`config.mk`:
```
export PLATFORM = sky130hd
export DESIGN_NAME = ysyx_22050019_ifu_fetch_flat
export DESIGN_NICKNAME = d
export VERILOG_FILES = /design/src/rtl/ysyx_22050019_ifu_fetch_if.sv /design/src/rtl/ysyx_22050019_ifu_fetch.sv /design/src/flat_wrapper.sv
export SDC_FILE = /design/constraint.sdc
export NUM_CORES = 1
export LEC_CHECK = 0
export BUFFER_PORTS_ARGS = -buffer_cell sky130_fd_sc_hd__buf_2
export CORE_ASPECT_RATIO = 0.6
export CORE_MARGIN = 2
export CORE_UTILIZATION = 36
export DETAILED_ROUTE_END_ITERATION = 10
export GPL_TIMING_DRIVEN = 0
export MAX_ROUTING_LAYER = met4
export PLACE_DENSITY = 0.63
export SLEW_MARGIN = 40
export SYNTH_ARGS = -nofsm -noshare
export SYNTH_HDL_FRONTEND = slang
export SYNTH_SLANG_ARGS = --single-unit
```
`constraint.sdc`:
```
create_clock -name clk -period 4.15 [get_ports clk]
set_clock_uncertainty 0.05 [all_clocks]
set_input_delay 0.2075 -clock clk [delete_from_list [all_inputs] [get_ports clk]]
set_output_delay 0.2075 -clock clk [all_outputs]
set_load 0.01 [all_outputs]
```
`src/rtl/ysyx_22050019_ifu_fetch_if.sv`:
```
// Purpose: read-only memory port between the fetch unit and instruction memory.
// Latency: none; this is wiring only.
// Backpressure: an address is held by ar_valid_o until ar_ready_i; data is held by r_valid_i until r_ready_o.
// Ports: ar_valid_o/ar_addr_o/ar_ready_i form the address channel.
//        r_valid_i/r_data_i/r_ready_o form the data channel.
//        Suffixes are named from the fetch unit's point of view.
interface ysyx_22050019_ifu_fetch_if;
    logic        ar_valid_o;
    logic [63:0] ar_addr_o;
    logic        ar_ready_i;
    logic        r_valid_i;
    logic [63:0] r_data_i;
    logic        r_ready_o;

    modport master (
        output ar_valid_o, ar_addr_o, r_ready_o,
        input  ar_ready_i, r_valid_i, r_data_i
    );

    modport slave (
        input  ar_valid_o, ar_addr_o, r_ready_o,
        output ar_ready_i, r_valid_i, r_data_i
    );
endinterface

```
`src/rtl/ysyx_22050019_ifu_fetch.sv`:
```
// Purpose: instruction-fetch front end; owns the fetch PC and issues one 64-bit read per instruction.
// Latency: commite_o is raised 2 cycles after REQ when memory has zero wait states; throughput is 1 instruction every 3 cycles.
// Backpressure: the instruction is held in HOLD while if_id_stall_i=1; the address is held in REQ until ar_ready_i.
// Ports: clk, rst_n (synchronous, active-high despite the name)
//        if_id_stall_i, jump_en_i, jump_pc_i : control from later pipeline stages
//        mem : memory read port (master side)
//        pc_o, inst_o, commite_o, ifu_ok_o : producer side of the IF/ID register
module ysyx_22050019_ifu_fetch #(
    parameter logic [63:0] RESET_PC = 64'h8000_0000,
    parameter logic [63:0] PC_STEP  = 64'd4
) (
    input  logic                             clk,
    input  logic                             rst_n,
    input  logic                             if_id_stall_i,
    input  logic                             jump_en_i,
    input  logic [63:0]                      jump_pc_i,
    ysyx_22050019_ifu_fetch_if.master        mem,
    output logic [63:0]                      pc_o,
    output logic [31:0]                      inst_o,
    output logic                             commite_o,
    output logic                             ifu_ok_o
);

    typedef enum logic [1:0] {
        S_IDLE = 2'd0,
        S_REQ  = 2'd1,
        S_WAIT = 2'd2,
        S_HOLD = 2'd3
    } state_t;

    state_t      state_q, state_d;
    logic [63:0] pc_q, pc_d;
    logic [63:0] req_addr_q, req_addr_d;
    logic [31:0] inst_q, inst_d;
    logic        drop_q, drop_d;

    logic [63:0] jump_target;
    logic [31:0] r_word;
    logic        unused_low_bits;

    // Redirect targets are word-aligned; the low two bits are ignored.
    assign jump_target = {jump_pc_i[63:2], 2'b00};
    // Pick the 32-bit half of the 64-bit beat that holds the requested word.
    assign r_word = req_addr_q[2] ? mem.r_data_i[63:32] : mem.r_data_i[31:0];
    assign unused_low_bits = ^{jump_pc_i[1:0], req_addr_q[1:0]};

    always_ff @(posedge clk) begin
        if (rst_n) begin
            state_q    <= S_IDLE;
            pc_q       <= RESET_PC;
            req_addr_q <= 64'd0;
            inst_q     <= 32'd0;
            drop_q     <= 1'b0;
        end else begin
            state_q    <= state_d;
            pc_q       <= pc_d;
            req_addr_q <= req_addr_d;
            inst_q     <= inst_d;
            drop_q     <= drop_d;
        end
    end

    always_comb begin
        state_d    = state_q;
        pc_d       = pc_q;
        req_addr_d = req_addr_q;
        inst_d     = inst_q;
        drop_d     = drop_q;

        case (state_q)
            S_IDLE: begin
                if (jump_en_i) begin
                    pc_d       = jump_target;
                    req_addr_d = jump_target;
                end else begin
                    req_addr_d = pc_q;
                end
                state_d = S_REQ;
            end
            S_REQ: begin
                // req_addr_q stays fixed here so the presented address never changes.
                // A redirect only retargets pc and marks the in-flight read for discard.
                if (jump_en_i) begin
                    pc_d   = jump_target;
                    drop_d = 1'b1;
                end
                if (mem.ar_ready_i) begin
                    state_d = S_WAIT;
                end
            end
            S_WAIT: begin
                if (mem.r_valid_i) begin
                    if (jump_en_i) begin
                        // The beat arriving with the redirect is stale. Refetch the target.
                        pc_d       = jump_target;
                        req_addr_d = jump_target;
                        drop_d     = 1'b0;
                        state_d    = S_REQ;
                    end else if (drop_q) begin
                        req_addr_d = pc_q;
                        drop_d     = 1'b0;
                        state_d    = S_REQ;
                    end else begin
                        inst_d  = r_word;
                        state_d = S_HOLD;
                    end
                end else if (jump_en_i) begin
                    pc_d   = jump_target;
                    drop_d = 1'b1;
                end
            end
            S_HOLD: begin
                // A redirect kills the held instruction even while IF/ID is stalled.
                if (jump_en_i) begin
                    pc_d       = jump_target;
                    req_addr_d = jump_target;
                    state_d    = S_REQ;
                end else if (!if_id_stall_i) begin
                    pc_d       = pc_q + PC_STEP;
                    req_addr_d = pc_q + PC_STEP;
                    state_d    = S_REQ;
                end
            end
            default: begin
                state_d = S_IDLE;
            end
        endcase
    end

    assign mem.ar_valid_o = (state_q == S_REQ);
    assign mem.ar_addr_o  = (state_q == S_REQ) ? {req_addr_q[63:3], 3'b000} : 64'd0;
    assign mem.r_ready_o  = (state_q == S_WAIT);

    assign pc_o      = pc_q;
    assign inst_o    = (state_q == S_HOLD) ? inst_q : 32'd0;
    assign ifu_ok_o  = (state_q == S_HOLD);
    assign commite_o = (state_q == S_HOLD) && !jump_en_i;

endmodule

```
`src/flat_wrapper.sv`:
```
// flat-port wrapper written by rule: the top's interface ports become plain ports
module ysyx_22050019_ifu_fetch_flat 
#(
    parameter logic [63:0] RESET_PC = 64'h8000_0000,
    parameter logic [63:0] PC_STEP  = 64'd4
)
  (clk, rst_n, if_id_stall_i, jump_en_i, jump_pc_i, pc_o, inst_o, commite_o, ifu_ok_o, mem_ar_valid_o, mem_ar_addr_o, mem_r_ready_o, mem_ar_ready_i, mem_r_valid_i, mem_r_data_i);
  ysyx_22050019_ifu_fetch_if mem_i ();
  input  logic clk;
  input  logic rst_n;
  input  logic if_id_stall_i;
  input  logic jump_en_i;
  input  logic [63:0] jump_pc_i;
  output logic [63:0] pc_o;
  output logic [31:0] inst_o;
  output logic commite_o;
  output logic ifu_ok_o;
  output wire logic [$bits(mem_i.ar_valid_o)-1:0] mem_ar_valid_o;
  output wire logic [$bits(mem_i.ar_addr_o)-1:0] mem_ar_addr_o;
  output wire logic [$bits(mem_i.r_ready_o)-1:0] mem_r_ready_o;
  input wire logic [$bits(mem_i.ar_ready_i)-1:0] mem_ar_ready_i;
  input wire logic [$bits(mem_i.r_valid_i)-1:0] mem_r_valid_i;
  input wire logic [$bits(mem_i.r_data_i)-1:0] mem_r_data_i;
  assign mem_ar_valid_o = mem_i.ar_valid_o;
  assign mem_ar_addr_o = mem_i.ar_addr_o;
  assign mem_r_ready_o = mem_i.r_ready_o;
  assign mem_i.ar_ready_i = mem_ar_ready_i;
  assign mem_i.r_valid_i = mem_r_valid_i;
  assign mem_i.r_data_i = mem_r_data_i;
  ysyx_22050019_ifu_fetch #(.RESET_PC(RESET_PC), .PC_STEP(PC_STEP)) u_core (.clk(clk), .rst_n(rst_n), .if_id_stall_i(if_id_stall_i), .jump_en_i(jump_en_i), .jump_pc_i(jump_pc_i), .mem(mem_i), .pc_o(pc_o), .inst_o(inst_o), .commite_o(commite_o), .ifu_ok_o(ifu_ok_o));
endmodule
```
# Yosys cells after proc, flatten, opt, wreduce, memory -nomap -nowiden
# Index checks and enable logic that the tools add are counted.
[totals]
latch_bits = 0
inputBits = 134
mem_bits_rw = 0
reg_bits = 163
mem_bits_ro = 0
mem_count = 0
out_inout_bits = 164
[classes]
mux = 21
n_mul = 0
n_bitwise = 2
add_sub_neg = 1
div_mod_pow = 0
n_reduce_logical = 9
order_cmp = 0
shift = 0
eq_ne = 7
[ops]
columns = ["operator", "n"]
rows = [
  ["$mux 64", 7],
  ["$pmux 64 s3", 1],
  ["$pmux 64 s2", 1],
  ["$add 64x3->64 const B", 1],
  ["$mux 32", 2],
  ["$mux 2", 6],
  ["$pmux 2 s4", 1],
  ["$reduce_and 4->1", 2],
  ["$eq 2x2->1 const B", 2],
  ["$ne 2x1->1 const B", 2],
  ["$ne 3x2->1 const B", 1],
  ["$ne 3x3->1 const B", 1],
  ["$reduce_and 3->1", 1],
  ["$reduce_bool 3->1", 1],
  ["$reduce_or 3->1", 1],
  ["$eq 2x1->1 const B", 1],
  ["$logic_not 2->1", 1],
  ["$mux 1", 2],
  ["$not 1->1", 2],
  ["$pmux 1 s2", 1],
  ["$reduce_bool 2->1", 1],
  ["$logic_and 1x1->1", 1],
  ["$logic_not 1->1", 1],
]

# Longest topological paths before layout
# Gate-level depths: netlist of the first run.
[logic_depth]
word_depth = 4
depth_mapped = 9
mapped_depth_nobuf = 8

# Worst setup path after synthesis of the first run
# Ideal clock, no wire load.
[synth_path]
path_type = "reg2reg"
from = "register u_core.pc_q[2] (netlist: u_core.pc_o[2])"
to = "register u_core.pc_q[61] (netlist: u_core.pc_o[61])"
setup_time_ns = 0.086
path_buffers = 2
slack_ns = 1.559
arrival_time_ns = 2.455
t_required_ns = 4.014
stages_incl_launch_ff = 9
cell_sequence = "dfxtp_1 > nand2_2 > or4_4 > or4_4 > buf_6 > buf_8 > o41ai_2 > a21oi_1 > a211oi_1"
[synth_via]
elab_chain_len = 4
[synth_lines]
columns = ["element", "line_no", "rtl"]
rows = [
  ["start: declaration", "ysyx_22050019_ifu_fetch.sv:32", "logic [63:0] pc_q, pc_d;"],
  ["start signal: assignment", "ysyx_22050019_ifu_fetch.sv:56", "pc_q <= pc_d;"],
  ["$add 64x3->64", "ysyx_22050019_ifu_fetch.sv:119", "pc_d = pc_q + PC_STEP;"],
  ["$mux 64", "ysyx_22050019_ifu_fetch.sv:118", "end else if (!if_id_stall_i) begin"],
  ["$mux 64", "ysyx_22050019_ifu_fetch.sv:114", "if (jump_en_i) begin"],
  ["$pmux 64 s2", "ysyx_22050019_ifu_fetch.sv:70", "case (state_q)"],
]
# No other way between the ends. The select of a mux whose other input is x is not followed.
# A chain may end at the register's enable or synchronous reset.

# Final worst setup path of the first run
[layout_path]
from = "register u_core.state_q[0]"
to = "register u_core.req_addr_q[49]"
[layout_via]
elab_chain_len = 3
word_cells_on_any_way = 9
cone_classes = "5 x eq/ne; 1 x mux; 3 x reduce/logical"
[layout_lines]
columns = ["element", "line_no", "rtl"]
rows = [
  ["start: declaration", "ysyx_22050019_ifu_fetch.sv:31", "state_t state_q, state_d;"],
  ["start signal: assignment", "ysyx_22050019_ifu_fetch.sv:55", "state_q <= state_d;"],
  ["$eq 2x2->1 / $logic_not 2->1 (equally long branches)", "ysyx_22050019_ifu_fetch.sv:70", ""],
  ["$ne 3x2->1 (no source line), or another cell as far along", "-", ""],
  ["$reduce_and 4->1 (no source line)", "-", ""],
  ["end signal: assignment", "ysyx_22050019_ifu_fetch.sv:57", "req_addr_q <= req_addr_d;"],
  ["end: declaration", "ysyx_22050019_ifu_fetch.sv:33", "logic [63:0] req_addr_q, req_addr_d;"],
]
# Several ways; a longest one is shown, not always the timed one.

==> results of run 1 <==
sequential cells by signal, summed over array words and instances, names as in the netlist:
register           flops
u_core.pc_o           64
u_core.req_addr_q     62
u_core.inst_q         32
u_core.state_q         2
u_core.drop_q          1
worst max-delay path, stage by stage (launching register included):
cell      delay, ns
dfxtp_1        0.41
ha_1           0.41
nand2b_1       0.18
nor2_1         0.64
or4_1          0.23
clkbuf_1       0.32
clkbuf_1       0.68
clkbuf_1       0.54
nand3_1        0.15
o41ai_1        0.09
cell families after synthesis:
group / after synthesis
DFF: 161
adders and majority gates: 5
AOI/OAI and AO/OA: 291
muxes: 42
buffers and inverters: 116
other: 1
and+or+nand+nor: 546
xor gates and xnor gates: 54
Yosys cell counts (all sizes together), types with 24 or more instances:
| master | number | area (um2) |
|---|---|---|
| nand3 | 58 | 295.3 |
| dfxtp | 161 | 3223 |
| nand2 | 121 | 456.7 |
| nor2 | 106 | 397.9 |
| nor3 | 32 | 165.2 |
| nor4 | 24 | 156.4 |
| xnor2 | 38 | 332.8 |
| o21ai | 54 | 270.3 |
| a21oi | 63 | 315.3 |
| and2 | 102 | 638.1 |
| clkbuf | 76 | 285.3 |
| nand4 | 32 | 200.2 |
| a211oi | 61 | 457.9 |
| mux2i | 41 | 410.4 |
how the worst max path moves through the flow:
stage	start	end	slack (ns)	depth (start not counted)
6_report	u_core.state_q[0]	u_core.req_addr_q[49]	0.33	9
5_1_grt	u_core.state_q[0]	u_core.req_addr_q[9]	0.21	9
4_1_cts	u_core.state_q[0]	u_core.req_addr_q[4]	0.37	9
3_5_place_dp	u_core.state_q[0]	u_core.req_addr_q[4]	0.40	9
3_3_place_gp	u_core.state_q[0]	u_core.req_addr_q[2]	0.43	9
2_1_floorplan	u_core.pc_o[2]	u_core.pc_o[61]	1.56	8
power breakdown:
group | internal [uW] | switching, uW
combinational | 319 | 600
clock | 1020 | 692
sequential | 1670 | 121
stage by stage:
stage               total power (uW)  setup slack (ns)  area [um2]
floorplan                       2271             1.559        9423
global placement                2690            0.4260       11310
detailed placement              2702            0.4001       11350
CTS                             4400            0.3710       11990
global route                    4570            0.2081       12010
finish                          4423            0.3303       12010
metal layers:
layer / vias to the layer above / GRT usage, % / share of wire [%]
met5: - / - / 0
met4: 0 / 10.86 / 2.4
met3: 72 / 9.792 / 12
met2: 629 / 43.10 / 39
met1: 5237 / 48.29 / 47
li1: 5015 / - / -
layout make-up:
class	instances	area (um2)	share of cell area, %
clock inverter	10	158.9	1.323
inverter	17	63.81	0.5314
timing repair buffer	293	1476	12.30
antenna	2	5.005	0.04168
clock buffer	22	454.2	3.782
tap	352	440.4	3.668
multi-input combinational	941	5769	48.05
sequential	161	3223	26.84
buffer	99	416.7	3.470
==> run summary, run 1 <==
Status -> finished, final reports clean
Mapped Area -> 9415 um2
Placed cells -> 1,861
Die Y-Extent -> 129.3 um
Finished Core Util -> 47.08%
Area delta synth->final -> 27.54%
CTS hold repair buffers -> 2
Post-Synth Simple-Gate Area -> 29.97%
Post-Synthesis Cells -> 1,216
Cts repair resizes -> 0
Hold endpoint -> u_core.pc_o[52]
Achievable Freq -> 0.2618 GHz
Final setup fails -> 0
Leakage power -> 0.004811 uW
R2R Path End -> u_core.req_addr_q[49]
EDFF count, synth -> 0
Final worst-path cycle share -> 92.04%
Routed wire length -> 45,110 um
RSZ-0062 raised after global routing -> false
XOR/XNOR Fraction of Synth Area -> 5.023%
Most frequent cells in the layout -> buf_2, dfxtp_1, nand2_1, nor2_1, and2_1
Hold Path Class -> primary input to flip-flop
CTS tree -> yes
Async set or reset register ratio after synthesis -> 0%
H-tree depth -> 4
Crit path time final -> 3.820 ns
CP Launch Type -> flip-flop
Ys Warns -> 0
Via count -> 10,950
GRT Total Usage -> 33.30%
Mux cell area share after synthesis -> 4.478%
Final Wtd Congestion -> 1.007
Nets -> 1,669
Worst hold margin -> 0.01994 ns
R2R Setup Slk -> 0.33 ns
WL/cell -> 23.78 um
Layout Cells excl Fill -> 1,897
Vias/cell -> 5.774
Area fraction in compound gates after synthesis -> 20.60%
Clock buffer depth -> 2
Worst R2R Path Depth -> 9
Worst Tran Pin Value -> 0.9900 ns
CTS Buf Count -> 17
First-iteration detailed-routing DRC count -> 1,215
Core box area -> 25,510 um2
Ports -> 298
Ys flop type -> dfxtp_1
Drt pass-1 iters -> 5
CP Class -> flip-flop to flip-flop
Commonest non-fill, non-tap cell in the layout -> buf_2
Initial cell density of the core -> 36.91%
Number of cell rows -> 45
Antenna violations before repair -> 1
Clk slew on worst S/H paths -> 0.07 ns
Post-route ant nets -> 0
Full die area -> 27,510 um2
Critical Path End Type -> flip-flop
Worst skew pair latency -> 0.46 ns
#FFs+latches synth -> 161
Crit-path max FO -> 10
Setup Buffers After CTS -> 0
Post-detail-place hpwl -> 34,290 um
Main combinational cell family by area after synthesis -> simple AND/OR/NAND/NOR gates
CTS root buf -> clkbuf_16
Layout cells sized above 1 -> 23.53%
Worst Hold Launch -> jump_pc_i[52]
Distinct cells, synth -> 65
Seq/Total Area, Yosys -> 34.23%
Number of remaining DRC errors -> 0
Vias in the first global route -> 9,994
PD cells -> 368.3 nW/um2
Final hold violations -> 0
Max_slew headroom -> 34.00%
I/O Buffers -> 290
GRT Residual Overflow -> 0
Clock sink count -> 161
Synthesized-area fraction occupied by adder cells -> 0.6645%
Req. time, crit path -> 4.46 ns
Setup TNS -> 0 ns
Hold Path Cell Cnt -> 3
Slew Limit Fails -> 0
Reg2reg start -> u_core.state_q[0]
Die Width -> 212.8 um
Largest net degree at the start of global routing -> 17
Post-Syn Area per Cell -> 7.743 um2
Filler instances -> 2,613
First-pass GRT wire length -> 64,430 um
CP arrival -> 4.12 ns
Max Cap Viol -> 0
Peak VDD IR -> 0.2515 mV
No activity file was read; power rests on OpenSTA's default activity.
==> run 2: changes to the inputs <==
Settings changed: CAP_MARGIN set to 20, PLACE_DENSITY 0.63 to 0.65.
Clock period 4.15 ns to 3.2 ns, I/O delays scaled along.
==> run 2 against run 1 <==
Count of clock-buffer cells in the layout unchanged. Non-clock buffer count rose by 57. Via count is 3.0% higher. Utilization up 2.4 points. Setup slack lost 0.30 ns. Global-route usage grew 0.76 points. Sequential cell count stayed put. Register-to-register slack lost 0.30 ns. Die area unchanged. Power grew 31%. Routed wire length grew 2.2%. Largest power group unchanged. Highest routed layer unchanged.
==> run summary, run 2 (synthesized netlist as in run 1, its figures left out) <==
Status -> finished, final reports clean
Final worst-path cycle share -> 99.08%
Crit path time final -> 3.171 ns
Clk slew on worst S/H paths -> 0.07 ns
Max FFs per register -> 64
Achievable Freq -> 0.3154 GHz
Final setup fails -> 0
Die Y-Extent -> 129.3 um
CTS Buf Count -> 17
Critical Path End Type -> flip-flop
Number of remaining DRC errors -> 0
Final hold violations -> 0
Max_slew headroom -> 37.13%
GRT Residual Overflow -> 0
Leakage power -> 0.005142 uW
Ports -> 298
H-tree depth -> 4
Req. time, crit path -> 3.49 ns
Drt pass-1 iters -> 5
Clock buffer depth -> 2
Layout cells sized above 1 -> 24.00%
Final Wtd Congestion -> 0.9828
Full die area -> 27,510 um2
Max Cap Viol -> 0
Die Width -> 212.8 um
Post-detail-place hpwl -> 34,340 um
Hold Path Class -> primary input to flip-flop
Worst hold margin -> 0.01041 ns
CP Class -> flip-flop to flip-flop
Commonest non-fill, non-tap cell in the layout -> buf_2
Peak VDD IR -> 0.3532 mV
Worst Tran Pin Value -> 0.9431 ns
Antenna violations before repair -> 1
Vias in the first global route -> 10,420
First-pass GRT wire length -> 66,190 um
Clock sink count -> 161
CTS root buf -> clkbuf_16
CTS tree -> yes
I/O Buffers -> 290
Nets -> 1,726
Largest net degree at the start of global routing -> 17
# diodes -> 0
Post-route ant nets -> 0
Routed wire length -> 46,090 um
Area delta synth->final -> 34.13%
Initial cell density of the core -> 36.91%
CP arrival -> 3.46 ns
CP Launch Type -> flip-flop
Final Worst Setup Slack -> 0.02937 ns
PD cells -> 457.7 nW/um2
Setup WS pre-CTS -> -0.6152 ns
Number of cell rows -> 45
RSZ-0062 raised after global routing -> true
Slew Limit Fails -> 0
Core box area -> 25,510 um2
Vias/cell -> 5.780
Via count -> 11,280
Crit-path max FO -> 7
GRT Total Usage -> 34.06%
Most frequent cells in the layout -> buf_2, dfxtp_1, nand2_1, nor2_1, and2_1
First-iteration detailed-routing DRC count -> 1,484
Worst skew pair latency -> 0.46 ns
WL/cell -> 23.61 um
run 2: changes by cell type in the layout (fill, tap and decap cells not counted), moves of 3 or more:
cell           previous run  this run
dlygate4sd3_1             2        55
clkbuf_1                 73        63
clkbuf_2                  8        13
buf_2                   295       299
clkbuf_8                  1         5
nor3_2                    3         0
nor3_4                    0         3
nor4_1                   20        17
nor4_2                    3         6
run 2: cell type report:
type / instances / area (um2)
timing repair buffer: 350 / 2038
inverter: 17 / 63.81
buffer: 99 / 426.7
tap: 352 / 440.4
clock buffer: 22 / 494.2
sequential: 161 / 3223
multi-input combinational: 941 / 5819
clock inverter: 10 / 122.6
fill: 2614 / 12880
run 2: worst paths after layout:
check / from / endpoint / slack (ns) / depth (start not counted)
hold reg to reg: u_core.req_addr_q[15] / u_core.req_addr_q[15] / 0.40 / 2
setup reg to reg: u_core.pc_o[37] / u_core.pc_o[52] / 0.03 / 7
setup / recovery: u_core.pc_o[37] / u_core.pc_o[52] / 0.03 / 7
hold / removal: mem_r_data_i[20] / u_core.inst_q[20] / 0.01 / 3
run 2: report_power, final:
group | switching (uW) | total [uW] | leakage (uW) | internal (uW)
Clock | 928 | 2190 | 0.000295 | 1260
Sequential | 156 | 2320 | 0.00132 | 2170
Combinational | 798 | 1270 | 0.00352 | 474
Total | 1880 | 5780 | 0.00514 | 3900
run 2: stage by stage:
step            TNS, ns  cells  instance area [um2]  utilization [%]  power, uW
6_report              0   1952                12630            49.51       5781
5_1_grt         -0.1474   1952                12630            49.51       5976
2_1_floorplan         0   1218                 9423                -       2945
3_5_place_dp     -12.57   1862                11360            44.53       3509
4_1_cts        -0.05410   1948                12530            49.12       5738
3_3_place_gp     -23.32   1860                11310            44.36       3488
run 2: metal layers:
metal	up-vias	share of wire [%]	track usage, %
li1	5140	-	-
met1	5382	45	47.96
met2	689	39	44.96
met3	72	13	13.57
met4	0	1.8	7.158
met5	-	0	-
run 2: critical path: stages, from the launching register on:
cell and delay, ns:
dfxtp_1 0.37, clkbuf_1 0.37, nand4_1 0.36, nor4_2 0.60, nand4_1 0.37, nor4b_1 0.48
nor3_1 0.08, a2111oi_0 0.37
run 2: what timing repair did:
| action | 4_1_cts | 5_1_grt |
|---|---|---|
| endpoints found under the hold margin | 47 | 1 |
| endpoints found under the setup margin | 73 | 58 |
| hold buffers | 54 | 1 |
| gates resized for setup | 6 | 15 |
| buffers inserted | 0 | 0 |
| pin swaps | 0 | 1 |
